### src/rtl/cacheline_adaptor_pkg.sv
// Shared constants and FSM state type for the L2 line <-> memory-burst adaptor.
// The L2 controller reuses these to size its line datapath.
package cacheline_adaptor_pkg;
    localparam int BEAT_W = 64;
    localparam int BEATS  = 4;
    localparam int LINE_W = BEAT_W * BEATS;
    localparam int ADDR_W = 32;
    localparam int OFF_W  = $clog2(LINE_W / 8);

    typedef enum logic [2:0] {
        IDLE,
        READ,
        WRITE,
        READ_DONE,
        WRITE_DONE
    } state_e;
endpackage

### src/rtl/cacheline_adaptor_if.sv
// Line-side request/response and memory-side burst signals of the adaptor.
interface cacheline_adaptor_if #(
    parameter int BEAT_W = 64,
    parameter int LINE_W = 256
);
    import cacheline_adaptor_pkg::*;

    logic [ADDR_W-1:0] line_address;
    logic              line_read;
    logic              line_write;
    logic [LINE_W-1:0] line_wdata;
    logic [LINE_W-1:0] line_rdata;
    logic              line_resp;
    logic [ADDR_W-1:0] burst_address;
    logic              burst_read;
    logic              burst_write;
    logic [BEAT_W-1:0] burst_wdata;
    logic [BEAT_W-1:0] burst_rdata;
    logic              burst_resp;

    // slave: the adaptor; master: the cache and memory around it
    modport slave (
        input  line_address, line_read, line_write, line_wdata, burst_rdata, burst_resp,
        output line_rdata, line_resp, burst_address, burst_read, burst_write, burst_wdata
    );
    modport master (
        output line_address, line_read, line_write, line_wdata, burst_rdata, burst_resp,
        input  line_rdata, line_resp, burst_address, burst_read, burst_write, burst_wdata
    );
endinterface

### src/rtl/cacheline_buffer.sv
// Line register with whole-line load, beat-indexed write and beat-indexed read.
module cacheline_buffer #(
    parameter  int BEAT_W = 64,
    parameter  int BEATS  = 4,
    localparam int IDX_W  = (BEATS > 1) ? $clog2(BEATS) : 1
) (
    input  logic                    clk,
    input  logic                    rst,
    input  logic                    load,
    input  logic [BEATS*BEAT_W-1:0] load_data,
    input  logic                    we,
    input  logic [IDX_W-1:0]        idx,
    input  logic [BEAT_W-1:0]       wdata,
    output logic [BEAT_W-1:0]       rdata,
    output logic [BEATS*BEAT_W-1:0] line
);
    logic [BEATS-1:0][BEAT_W-1:0] mem;

    always_ff @(posedge clk or posedge rst) begin
        if (rst)       mem <= '0;
        else if (load) mem <= load_data;
        else if (we)   mem[idx] <= wdata;
    end

    assign rdata = mem[idx];
    assign line  = mem;
endmodule

### src/rtl/cacheline_adaptor.sv
// Converts 256-bit line fills/writebacks into BEATS-beat memory bursts.
// Burst control outputs and line_resp are registered straight out of the FSM.
module cacheline_adaptor #(
    parameter int BEAT_W = cacheline_adaptor_pkg::BEAT_W,
    parameter int BEATS  = cacheline_adaptor_pkg::BEATS
) (
    input logic               clk,
    input logic               rst,
    cacheline_adaptor_if.slave bus
);
    import cacheline_adaptor_pkg::*;

    localparam int               IDX_W = (BEATS > 1) ? $clog2(BEATS) : 1;
    localparam logic [IDX_W-1:0] LAST  = IDX_W'(BEATS - 1);

    state_e            state;
    logic [IDX_W-1:0]  k;
    logic [ADDR_W-1:0] addr_q;
    logic              rd_q, wr_q, resp_q;
    logic              rd_beat_we, wr_load;

    logic [BEAT_W-1:0]       unused_rd_beat;
    logic [BEATS*BEAT_W-1:0] unused_wr_line;

    assign rd_beat_we = (state == READ) && bus.burst_resp;
    assign wr_load    = (state == IDLE) && bus.line_write;

    always_ff @(posedge clk or posedge rst) begin
        if (rst) begin
            state  <= IDLE;
            k      <= '0;
            addr_q <= '0;
            rd_q   <= 1'b0;
            wr_q   <= 1'b0;
            resp_q <= 1'b0;
        end else begin
            case (state)
                IDLE: begin
                    resp_q <= 1'b0;
                    // write has priority when both requests arrive together
                    if (bus.line_write) begin
                        state  <= WRITE;
                        wr_q   <= 1'b1;
                        k      <= '0;
                        addr_q <= {bus.line_address[ADDR_W-1:OFF_W], OFF_W'(0)};
                    end else if (bus.line_read) begin
                        state  <= READ;
                        rd_q   <= 1'b1;
                        k      <= '0;
                        addr_q <= {bus.line_address[ADDR_W-1:OFF_W], OFF_W'(0)};
                    end
                end
                READ: if (bus.burst_resp) begin
                    k <= k + 1'b1;
                    if (k == LAST) begin
                        state  <= READ_DONE;
                        rd_q   <= 1'b0;
                        resp_q <= 1'b1;
                    end
                end
                WRITE: if (bus.burst_resp) begin
                    k <= k + 1'b1;
                    if (k == LAST) begin
                        state  <= WRITE_DONE;
                        wr_q   <= 1'b0;
                        resp_q <= 1'b1;
                    end
                end
                READ_DONE, WRITE_DONE: begin
                    state  <= IDLE;
                    resp_q <= 1'b0;
                end
                default: begin
                    state  <= IDLE;
                    rd_q   <= 1'b0;
                    wr_q   <= 1'b0;
                    resp_q <= 1'b0;
                end
            endcase
        end
    end

    // Fill line: assembled beat by beat, holds until the next read overwrites it
    cacheline_buffer #(.BEAT_W(BEAT_W), .BEATS(BEATS)) u_rd_buf (
        .clk       (clk),
        .rst       (rst),
        .load      (1'b0),
        .load_data ('0),
        .we        (rd_beat_we),
        .idx       (k),
        .wdata     (bus.burst_rdata),
        .rdata     (unused_rd_beat),
        .line      (bus.line_rdata)
    );

    // Writeback line: captured on IDLE exit, streamed out beat by beat
    cacheline_buffer #(.BEAT_W(BEAT_W), .BEATS(BEATS)) u_wr_buf (
        .clk       (clk),
        .rst       (rst),
        .load      (wr_load),
        .load_data (bus.line_wdata),
        .we        (1'b0),
        .idx       (k),
        .wdata     ('0),
        .rdata     (bus.burst_wdata),
        .line      (unused_wr_line)
    );

    assign bus.burst_address = addr_q;
    assign bus.burst_read    = rd_q;
    assign bus.burst_write   = wr_q;
    assign bus.line_resp     = resp_q;
endmodule

### src/flat_wrapper.sv
// flat-port wrapper written by rule: the top's interface ports become plain ports
module cacheline_adaptor_flat import cacheline_adaptor_pkg::*;
#(
    parameter int BEAT_W = cacheline_adaptor_pkg::BEAT_W,
    parameter int BEATS  = cacheline_adaptor_pkg::BEATS
)
  (clk, rst, bus_line_address, bus_line_read, bus_line_write, bus_line_wdata, bus_burst_rdata, bus_burst_resp, bus_line_rdata, bus_line_resp, bus_burst_address, bus_burst_read, bus_burst_write, bus_burst_wdata);
  cacheline_adaptor_if #(.BEAT_W(BEAT_W), .LINE_W(256)) bus_i ();
  input logic clk;
  input logic rst;
  input wire logic [$bits(bus_i.line_address)-1:0] bus_line_address;
  input wire logic [$bits(bus_i.line_read)-1:0] bus_line_read;
  input wire logic [$bits(bus_i.line_write)-1:0] bus_line_write;
  input wire logic [$bits(bus_i.line_wdata)-1:0] bus_line_wdata;
  input wire logic [$bits(bus_i.burst_rdata)-1:0] bus_burst_rdata;
  input wire logic [$bits(bus_i.burst_resp)-1:0] bus_burst_resp;
  output wire logic [$bits(bus_i.line_rdata)-1:0] bus_line_rdata;
  output wire logic [$bits(bus_i.line_resp)-1:0] bus_line_resp;
  output wire logic [$bits(bus_i.burst_address)-1:0] bus_burst_address;
  output wire logic [$bits(bus_i.burst_read)-1:0] bus_burst_read;
  output wire logic [$bits(bus_i.burst_write)-1:0] bus_burst_write;
  output wire logic [$bits(bus_i.burst_wdata)-1:0] bus_burst_wdata;
  assign bus_i.line_address = bus_line_address;
  assign bus_i.line_read = bus_line_read;
  assign bus_i.line_write = bus_line_write;
  assign bus_i.line_wdata = bus_line_wdata;
  assign bus_i.burst_rdata = bus_burst_rdata;
  assign bus_i.burst_resp = bus_burst_resp;
  assign bus_line_rdata = bus_i.line_rdata;
  assign bus_line_resp = bus_i.line_resp;
  assign bus_burst_address = bus_i.burst_address;
  assign bus_burst_read = bus_i.burst_read;
  assign bus_burst_write = bus_i.burst_write;
  assign bus_burst_wdata = bus_i.burst_wdata;
  cacheline_adaptor #(.BEAT_W(BEAT_W), .BEATS(BEATS)) u_core (.clk(clk), .rst(rst), .bus(bus_i));
endmodule
### config.mk
export PLATFORM = sky130hd
export DESIGN_NAME = cacheline_adaptor_flat
export DESIGN_NICKNAME = d
export VERILOG_FILES = /design/src/rtl/cacheline_adaptor_pkg.sv /design/src/rtl/cacheline_adaptor_if.sv /design/src/rtl/cacheline_buffer.sv /design/src/rtl/cacheline_adaptor.sv /design/src/flat_wrapper.sv
export SDC_FILE = /design/constraint.sdc
export NUM_CORES = 1
export LEC_CHECK = 0
export ABC_AREA = 1
export BUFFER_PORTS_ARGS = -buffer_cell sky130_fd_sc_hd__buf_2
export CORE_AREA = 2 2 278 280
export CTS_CLUSTER_SIZE = 16
export DETAILED_ROUTE_END_ITERATION = 10
export DIE_AREA = 0 0 280 282
export GPL_TIMING_DRIVEN = 0
export PLACE_DENSITY = 0.55
export SLEW_MARGIN = 20
export SYNTH_ARGS = -nofsm -noshare
export SYNTH_HDL_FRONTEND = slang
export SYNTH_SLANG_ARGS = --single-unit
export TNS_END_PERCENT = 10
### constraint.sdc
create_clock -name clk -period 23.4 [get_ports clk]
set_clock_uncertainty 0.05 [all_clocks]
set_input_delay 4.68 -clock clk [delete_from_list [all_inputs] [get_ports clk]]
set_output_delay 4.68 -clock clk [all_outputs]
set_load 0.1 [all_outputs]
After elaboration in Yosys (flattened, before gate mapping)
Index checks and enable logic that the tools add are counted.
W data, S select, Z words.
{ "word_totals": {"reg_bits": 552, "elab_cells": 77} }
{ "classes": {"n_bitwise": 2, "eq_ne": 15, "add_sub_neg": 1, "n_reduce_logical": 15, "muxes": 28, "n_lt_le_gt_ge": 2} }
{ "op_table": {"columns": ["op", "count"], "rows": [
  ["$bwmux W256", 1],
  ["$bmux W64 S2", 1],
  ["$demux W64 S2", 1],
  ["$mux W64", 2],
  ["$mux W32", 2],
  ["$mux W3", 6],
  ["$ne A2 B2 Y1 const B", 6],
  ["$reduce_and A5 Y1", 2],
  ["$pmux W3 S3", 1],
  ["$mux W1", 8],
  ["$eq A3 B2 Y1 const B", 2],
  ["$mux W2", 3],
  ["$ne A2 B1 Y1 const B", 3],
  ["$pmux W1 S3", 2],
  ["$reduce_or A3 Y1", 2],
  ["$pmux W2 S2", 1],
  ["$reduce_and A2 Y1", 2],
  ["$reduce_and A4 Y1", 1],
  ["$reduce_bool A2 Y1", 2],
  ["$eq A3 B1 Y1 const B", 1],
  ["$eq A3 B3 Y1 const B", 1],
  ["$logic_and A1 B1 Y1", 3],
  ["$logic_not A3 Y1", 1],
  ["$lt A2 B3 Y1 const B", 1],
  ["other kinds (7)", 8]
]} }

Depth between registers and ports, before layout
Gate-level depths: netlist (run 1).
{ "logic_depth": {"ltp_word": 5, "depth_mapped": 9} }

Modules after synthesis
From an unflattened synthesis (run 1), not the netlist that was laid out.
{ "hier_totals": {"hier_cells": 5059, "area_unflattened_um2": 32279.7} }
{ "modules_own_cells": {"columns": ["module", "seq_area_each_um2", "cells_each", "n_inst", "area_per_inst_um2"], "rows": [
  ["cacheline_buffer at u_core.u_wr_buf", 6406.1, 2428, 1, 15262.1],
  ["cacheline_buffer at u_core.u_rd_buf", 6406.1, 2428, 1, 15260.9],
  ["cacheline_adaptor", 875.8, 203, 1, 1756.7]
]} }

Least setup slack after synthesis (run 1)
OpenSTA, ideal clock, no wires.
{ "synth_timing": {"kind": "flip-flop to output port", "start": "register u_core.k[0]", "end": "output bus_burst_wdata[50]", "arrival_ns": 2.620, "t_required_ns": 18.670, "slack_ns": 16.050, "path_buffers": 2, "stages_incl_launch_ff": 6, "path_cell_list": "dfrtp_1 -> inv_1 -> clkbuf_1 -> clkbuf_1 -> o21ai_0 -> o22ai_1"} }
{ "synth_via": {"elab_chain_cells": 2} }
{ "synth_lines": {"columns": ["item", "line_no", "source"], "rows": [
  ["start, declared", "cacheline_adaptor.sv:17", "logic [IDX_W-1:0] k;"],
  ["start signal, assigned", "cacheline_adaptor.sv:54", "k <= k + 1'b1;"],
  ["start signal, assigned", "cacheline_adaptor.sv:62", "k <= k + 1'b1;"],
  ["$bmux W64 S2", "cacheline_buffer.sv:25", "assign rdata = mem[idx];"],
  ["$mux W64 (implied by the code)", "cacheline_buffer.sv:25", null],
  ["end, declared", "flat_wrapper.sv:22", "output wire logic [$bits(bus_i.burst_wdata)-1:0] bus_burst_wdata;"]
]} }
Every way passes these cells. The select of a mux whose other input is x is not followed.

Worst setup path in the final report (run 1)
{ "layout_timing": {"start": "register u_core.k[0]", "end": "output bus_burst_wdata[10]"} }
Same word-level chain as after synthesis.

==> impl_metrics.ini, run 1 <==
[clock_tree]
cts_hold_buffers = 0
number_of_post_cts_setup_repair_buffers = 0
post_cts_resized = 0
clock_path_buffers = 3
cts_tree = built
cts.clk_slew.worst_paths_ns = 0.07
htree_num_levels = 2
tritoncts.num_buffers = 60
clockRootBuffer = clkbuf_16
clock_insertion_delay_worst_skew_ns = 0.62
clkSinkCount = 547

[routing]
via_count_normalized_by_instance_count = 4.64
routed_wl_mm = 86.1
num_vias = 20085
route.antenna.remaining_nets = 0
drt_wl_cell_um = 19.9
count_of_routing_violations_after_the_opening_detailed_route_iteration = 1182
drt_pass1_iterations = 5
drcViolationCount = 0

[global_route]
use_met3 = 0.0690
top_usage_layer = met2
met1_usage = 0.250
antenna_violations_before_repair = 39
grt_use_total = 0.213
met2_usage = 0.368
grt_remaining_overflow = 0
grt_pass1_vias = 20151
grt_pass1_wl_mm = 127
pin_count_of_the_biggest_net_entering_global_routing = 100

[floorplan]
die-width_um = 280
number_of_placed_i_o_pins = 712
start_util = 0.291
die_y_um = 282
std_cell_rows = 101
design.die.area_sq_um = 79000
core-area_sq_um = 75700

[finish]
finalNetCount = 3656
layoutNonFillerInstCount = 4325
final_design_area_no_fill_sq_um = 29000
final_layout_size_suffix_gt1_frac = 0.279
areaGrowthSynthToFinish_pct = 31.4

[placement]
dpl.cell_count = 4211
place_hpwl_mm = 66.1
placement.cell_area_sq_um = 27000
port_buffers = 701
finalWeightedCongestion = 0.874

[timing]
hold_viol_final = 0
actual_transition_at_the_worst_max_transition_pin_ns = 0.735
grt_setup_unrepaired = false
max_slew_margin = 0.510
layout_worst_path_cycle_share = 0.351
fmaxAchievable_ghz = 0.122
finalWorstPathRequiredPeriod_ns = 8.22
pins_over_their_slew_limit = 0
finalSetupViolCount = 0

[setup_path]
critPathMaxFanout = 10
crit_type = reg2out
cp_slowest_cell = clkbuf_1
timing.reg2reg.worst_path_depth = 9
worst-endpoint-arrival_ns = 3.49
worstReg2RegStart = u_core.k[1]
critical_path.endpoint = bus_burst_wdata[10]
critical_path.most_common_cell = clkbuf_1
cpPeakStageDelay_ns = 0.58
path_cells = inv_1 -> clkbuf_1 -> clkbuf_1 -> nor2_1 -> o22ai_1 -> buf_2
setup.worst_path.start = u_core.k[0]
reg2reg_slack_ns = 20.39
worstSetupStartpointType = flip-flop
timing.critical_path.required_ns = 18.67
cp-end-kind = output pin
regToRegEndpoint = u_core.u_rd_buf.line[55]

[logic_synthesis]
synthMuxAreaShare = 0
synth_fa_ha_area_frac = 0.00227
post_synth_num_cell_types = 24
yosys_register_bits = 547
synth_compound_gate_area_share = 0.114
synthesis.area_sq_um = 22100
post_synth.cell_area_avg_sq_um = 8.74
synth_top_family_by_area = simple AND/OR/NAND/NOR gates
share_of_the_yosys_chip_area_belonging_to_registers = 0.620
synth-simple-area-share = 0.209
ys.warnings.count = 0
xor_and_xnor_fraction_of_the_mapped_netlist_area = 0
synthesis.instances = 2523

[run]
maxCapViolations = 0

[status]
status = complete, no violations

[hold_path]
hp-class = reg2reg
## critical path, delay by kind of cell (launching register included)
kind	cells	cell delay, ns
buffers and inverters	4	1.82
flip-flops	1	0.49
AO/OA/AOI/OAI	1	0.46
AND/OR/NAND/NOR	1	0.09
## cells in the mapped netlist, drive strengths merged
master	count	area, sq um
a31oi	1	6.26
buf	121	637
dfrtp	547	13700
nand4	1	6.26
nand3	9	45.0
ha	4	50.1
clkbuf	43	161
o22ai	64	400
conb	1	3.75
o21a	1	7.51
nand2	1073	4030
nand3b	1	7.51
inv	105	394
nor2	133	522
o21ai	418	2100
a21oi	1	5.00
## cells in the final DEF (no fill, tap or decap), types with 3 or more instances in the layout
cell type	count
clkbuf_1	54
buf_1	4
clkbuf_16	61
buf_16	5
nand3_1	9
inv_2	5
conb_1	5
clkbuf_8	17
o21ai_1	211
clkinv_2	9
diode_2	6
nand2_1	1071
inv_6	4
buf_4	12
ha_1	4
buf_2	805
o22ai_1	64
nor2_1	130
bufinv_16	4
nor2_4	3
inv_1	99
o21ai_0	206
dfrtp_1	547
## cells by family after synthesis
| logic type | count (synthesis) |
|---|---|
| other cells | 1 |
| buf+inv | 269 |
| compound gates | 485 |
| simple gates | 1217 |
| flops | 547 |
| fa+ha+maj | 4 |
## registers in the layout, indices dropped and copies added (netlist names)
signal                    count
u_core.bus.burst_write        1
u_core.bus.line_resp          1
u_core.u_wr_buf.line        256
u_core.state                  3
u_core.k                      2
u_core.bus.burst_read         1
u_core.u_rd_buf.line        256
u_core.bus.burst_address     27
## worst min path at each step
stage	depth (start not counted)	startpoint	slack (ns)	endpoint
finish	2	u_core.u_wr_buf.line[121]	0.41	u_core.u_wr_buf.line[121]
global route	2	u_core.u_wr_buf.line[99]	0.43	u_core.u_wr_buf.line[99]
CTS	2	u_core.u_wr_buf.line[164]	0.42	u_core.u_wr_buf.line[164]
detailed placement	2	u_core.u_wr_buf.line[116]	0.40	u_core.u_wr_buf.line[116]
global placement	2	u_core.u_wr_buf.line[164]	0.40	u_core.u_wr_buf.line[164]
floorplan	2	u_core.u_wr_buf.line[191]	0.39	u_core.u_wr_buf.line[191]
## through the flow
| stage | util | hold WS (ns) | TNS, ns | setup WS, ns |
|---|---|---|---|---|
| after global placement | 0.354 | 0.398 | -1989.48 | -3.74 |
| after global routing | 0.383 | 0.429 | 0 | 14.98 |
| after detailed placement | 0.356 | 0.403 | 0 | 15.81 |
| after CTS | 0.383 | 0.418 | 0 | 15.09 |
| after floorplan | - | 0.387 | 0 | 3.38 |
| final | 0.383 | 0.415 | 0 | 15.18 |
## routing by layer
layer,wire [um],part of all wire
met1,33900,0.39
met2,41800,0.49
met3,6990,0.081
met4,2970,0.035
met5,401,0.0047
## area by class of cell
| class | count | area [sq um] |
|---|---|---|
| Antenna cell | 6 | 15.0 |
| Buffer | 164 | 798 |
| Clock buffer | 89 | 1800 |
| Clock inverter | 19 | 216 |
| Fill cell | 7925 | 46700 |
| Inverter | 105 | 402 |
| Multi-Input combinational cell | 1711 | 7200 |
| Sequential cell | 547 | 13700 |
| Tap cell | 978 | 1220 |
| Timing Repair Buffer | 706 | 3650 |
Power of run 1 is not shown: default switching activity piles up to over one toggle a cycle in this logic, so the estimate is an artifact.
==> inputs of run 2 (changes only) <==
Settings changed: CORE_AREA 2 2 278 280 to 2 2 281 283, DIE_AREA 0 0 280 282 to 0 0 283 285, PLACE_DENSITY 0.55 to 0.56.
Clock period 23.4 ns to 6.7 ns, I/O delays scaled along.
==> run 2 against run 1 <==
Worst hold slack lost 0.0015 ns. Critical path depth fell by 1. Flip-flop and latch count stayed put. Largest cell class unchanged. Highest routed layer unchanged.
==> impl_metrics.ini, run 2 (synthesis gave the netlist of run 1 again) <==
[clock_tree]
clock_path_buffers = 3
htree_num_levels = 2
number_of_post_cts_setup_repair_buffers = 0
cts.clk_slew.worst_paths_ns = 0.06
clockRootBuffer = clkbuf_16
cts_hold_buffers = 0
clock_insertion_delay_worst_skew_ns = 0.60
post_cts_resized = 0
tritoncts.num_buffers = 59
cts_tree = built
clkSinkCount = 547

[setup_path]
cp_slowest_cell = clkbuf_1
critPathMaxFanout = 10
crit_type = reg2out
critical_path.most_common_cell = clkbuf_1
worst-endpoint-arrival_ns = 3.60
timing.critical_path.required_ns = 5.31
critical_path_buffers_and_inverters = 3
cp-end-kind = output pin
worstSetupStartpointType = flip-flop
path_cells = clkbuf_1 -> clkbuf_1 -> nor2_1 -> o22ai_1 -> buf_2
cpPeakStageDelay_ns = 0.65
crit_family = buffers and inverters

[global_route]
grt_use_total = 0.210
grt_remaining_overflow = 0
grt_pass1_vias = 20406
pin_count_of_the_biggest_net_entering_global_routing = 34
grt_pass1_wl_mm = 129
antenna_violations_before_repair = 16

[finish]
final_layout_size_suffix_gt1_frac = 0.281
layout_common_cells = nand2_1, buf_2, dfrtp_1, o21ai_1, o21ai_0
final_core_util = 0.375
commonest_non_fill_non_tap_cell_in_the_layout = nand2_1
finalNetCount = 3669
areaGrowthSynthToFinish_pct = 32.6

[placement]
finalWeightedCongestion = 0.880
port_buffers = 701
place_hpwl_mm = 67.1

[routing]
count_of_routing_violations_after_the_opening_detailed_route_iteration = 1440
drcViolationCount = 0
via_count_normalized_by_instance_count = 4.59
route.antenna.remaining_nets = 0
drt_wl_cell_um = 19.4
drt_pass1_iterations = 5
num_vias = 20237
routed_wl_mm = 85.7

[timing]
finalWorstPathRequiredPeriod_ns = 4.99
layout_worst_path_cycle_share = 0.745
pins_over_their_slew_limit = 0
hold_viol_final = 0
actual_transition_at_the_worst_max_transition_pin_ns = 0.809
max_slew_margin = 0.461
finalSetupViolCount = 0
hold-worst-slack_ns = 0.413
grt_setup_unrepaired = false
fmaxAchievable_ghz = 0.200

[floorplan]
design.die.area_sq_um = 80700
core-area_sq_um = 78000
number_of_placed_i_o_pins = 712
start_util = 0.283
die_y_um = 285
die-width_um = 283
std_cell_rows = 103

[run]
maxCapViolations = 0

[hold_path]
hp-class = reg2reg

[status]
status = complete, no violations
run 2: layout make-up:
| class | instances | area [sq um] |
|---|---|---|
| Antenna cell | 3 | 7.51 |
| Inverter | 105 | 398 |
| Buffer | 164 | 798 |
| Sequential cell | 547 | 13700 |
| Tap cell | 1050 | 1310 |
| Clock buffer | 85 | 1700 |
| Fill cell | 8219 | 48700 |
| Multi-Input combinational cell | 1711 | 7200 |
| Timing Repair Buffer | 720 | 3900 |
| Clock inverter | 22 | 262 |
run 2: path summary, 6_finish.rpt:
path / cells after the start / from / end / slack [ns]
setup / recovery: 5 / u_core.k[0] / bus_burst_wdata[56] / 1.71
hold / removal: 2 / u_core.u_wr_buf.line[127] / u_core.u_wr_buf.line[127] / 0.41
setup reg to reg: 9 / u_core.k[1] / u_core.u_rd_buf.line[70] / 3.61
hold reg to reg: 2 / u_core.u_wr_buf.line[127] / u_core.u_wr_buf.line[127] / 0.41
max in group asynchronous: 8 / rst / u_core.u_rd_buf.line[85] / 4.16
min in group asynchronous: 2 / rst / u_core.u_wr_buf.line[111] / 0.74
run 2: tightest hold or removal path, delay by kind of cell (launching register included):
| kind | cells | cell delay [ns] |
|---|---|---|
| flip-flops | 1 | 0.33 |
| AND/OR/NAND/NOR | 2 | 0.09 |
run 2: per-stage QoR:
| stage | setup WS, ns | setup TNS [ns] | instance area, sq um | instances |
|---|---|---|---|---|
| floorplan | -2.13 | -1166.14 | 22100 | 2527 |
| global placement | -5.80 | -3105.80 | 26900 | 4278 |
| detailed placement | 2.20 | 0 | 27300 | 4297 |
| CTS | 1.51 | 0 | 29300 | 4404 |
| global route | 1.50 | 0 | 29300 | 4405 |
| finish | 1.71 | 0 | 29300 | 4407 |
run 2: per-layer routing:
layer | track usage | part of all wire | up-vias
met5 | 0 | 0.0011 | -
met1 | 0.262 | 0.40 | 9676
met2 | 0.366 | 0.49 | 801
met4 | 0.0590 | 0.029 | 16
li1 | - | - | 9588
met3 | 0.0445 | 0.075 | 156
Power of run 2 is left out for the same reason.
==> inputs of run 3 (changes only) <==
Clock period 6.7 ns to 4.43 ns, I/O delays scaled along.
==> run 3 against run 2 <==
Final area about the same. Flip-flop and latch count unchanged. Largest cell class unchanged. Via count about the same. Clock-buffer cell count unchanged. Global-route usage unchanged. Routed wire length up 0.12%.
==> impl_metrics.ini, run 3 (synthesis gave the netlist of run 1 again) <==
[clock_tree]
cts.clk_slew.worst_paths_ns = 0.06
number_of_post_cts_setup_repair_buffers = 0
cts_tree = built
htree_num_levels = 2
clock_insertion_delay_worst_skew_ns = 0.60
tritoncts.num_buffers = 59
clockRootBuffer = clkbuf_16
clock_path_buffers = 3
clkSinkCount = 547

[placement]
place_hpwl_mm = 67.1
dp_slack_ns = 0.382
finalWeightedCongestion = 0.880
port_buffers = 701

[finish]
final_layout_size_suffix_gt1_frac = 0.282
areaGrowthSynthToFinish_pct = 32.7
layout_common_cells = nand2_1, buf_2, dfrtp_1, o21ai_1, o21ai_0
final_core_util = 0.375
commonest_non_fill_non_tap_cell_in_the_layout = nand2_1
finalNetCount = 3668

[setup_path]
worst-endpoint-arrival_ns = 3.26
critical_path_buffers_and_inverters = 3
critPathMaxFanout = 13
cp_slowest_cell = dfrtp_1
setup.worst_path.start = u_core.k[0]
cpPeakStageDelay_ns = 0.53
cp-end-kind = output pin
timing.critical_path.required_ns = 3.49
worstReg2RegStart = u_core.k[1]
worstSetupStartpointType = flip-flop
regToRegEndpoint = u_core.u_rd_buf.line[70]
crit_type = reg2out
reg2reg_slack_ns = 1.37
crit_family = buffers and inverters
path_cells = inv_1 -> clkbuf_1 -> o21ai_0 -> o22ai_1 -> buf_2
timing.reg2reg.worst_path_depth = 9

[global_route]
pin_count_of_the_biggest_net_entering_global_routing = 34
antenna_violations_before_repair = 16
met1_usage = 0.262
grt_remaining_overflow = 0
use_met3 = 0.0445
grt_pass1_wl_mm = 129
top_usage_layer = met2
grt_use_total = 0.210
grt_pass1_vias = 20405
met2_usage = 0.366

[routing]
routed_wl_mm = 85.8
drt_wl_cell_um = 19.5
drcViolationCount = 0
count_of_routing_violations_after_the_opening_detailed_route_iteration = 1396
via_count_normalized_by_instance_count = 4.60
num_vias = 20255
drt_pass1_iterations = 5
route.antenna.remaining_nets = 0

[timing]
finalWorstPathRequiredPeriod_ns = 4.20
fmaxAchievable_ghz = 0.238
actual_transition_at_the_worst_max_transition_pin_ns = 0.803
worst_slack_ns = 0.233
pins_over_their_slew_limit = 0
layout_worst_path_cycle_share = 0.948
hold_viol_final = 0
finalSetupViolCount = 0
grt_setup_unrepaired = false
hold-worst-slack_ns = 0.288
max_slew_margin = 0.465

[floorplan]
design.die.area_sq_um = 80700
die_y_um = 285
start_util = 0.283
number_of_placed_i_o_pins = 712
std_cell_rows = 103
core-area_sq_um = 78000
die-width_um = 283

[hold_path]
hp-class = in2async

[status]
status = complete, no violations

[run]
maxCapViolations = 0
[run 3: changes by cell type in the layout (fill, tap and decap cells not counted), sizes merged]
cell	change
diode	+1
clkbuf	-1
[run 3: worst max path at each step]
stage | to | slack [ns] | depth (start not counted)
floorplan | u_core.bus.burst_address[10] | -3.95 | 1
global route | bus_burst_wdata[59] | 0.06 | 5
detailed placement | bus_burst_wdata[56] | 0.38 | 5
CTS | bus_burst_wdata[59] | 0.01 | 5
global placement | u_core.u_rd_buf.line[85] | -7.61 | 2
finish | bus_burst_wdata[56] | 0.23 | 5
[run 3: cell type report]
type	count	area, sq um
antenna	4	10.0
buffer	163	798
clock buffer	85	1700
clock inverter	22	262
fill	8218	48700
inverter	105	398
multi-input combinational	1711	7200
sequential	547	13700
tap	1050	1310
timing repair buffer	720	3900
[run 3: timing repair]
action / 4_1_cts / 5_1_grt
pin swaps: 0 / 0
resized for setup: 2 / 2
endpoints found under the setup margin: 12 / 2
hold buffers: 0 / 0
[run 3: per-stage QoR]
step | cell area [sq um] | TNS (ns) | std cells
floorplan | 22100 | -2159.49 | 2527
global placement | 26900 | -4099.15 | 4278
detailed placement | 27300 | 0 | 4297
CTS | 29300 | 0 | 4403
global route | 29300 | 0 | 4404
finish | 29300 | 0 | 4407
[run 3: metal layers]
layer | vias up | share of wire | routed length [um]
li1 | 9589 | - | -
met1 | 9701 | 0.40 | 34500
met2 | 798 | 0.50 | 42500
met3 | 151 | 0.073 | 6250
met4 | 16 | 0.028 | 2420
met5 | - | 0.0012 | 101
[run 3: worst reg2reg max path: stages, from the launching register on]
cell and delay [ns]:
dfrtp_1 0.47, inv_1 0.11, clkbuf_1 0.59, clkbuf_1 0.51, ha_1 0.25, nand3_1 0.22
buf_2 0.31, buf_2 0.25, nand2_1 0.09, o21ai_1 0.06
Power of run 3 is left out for the same reason.
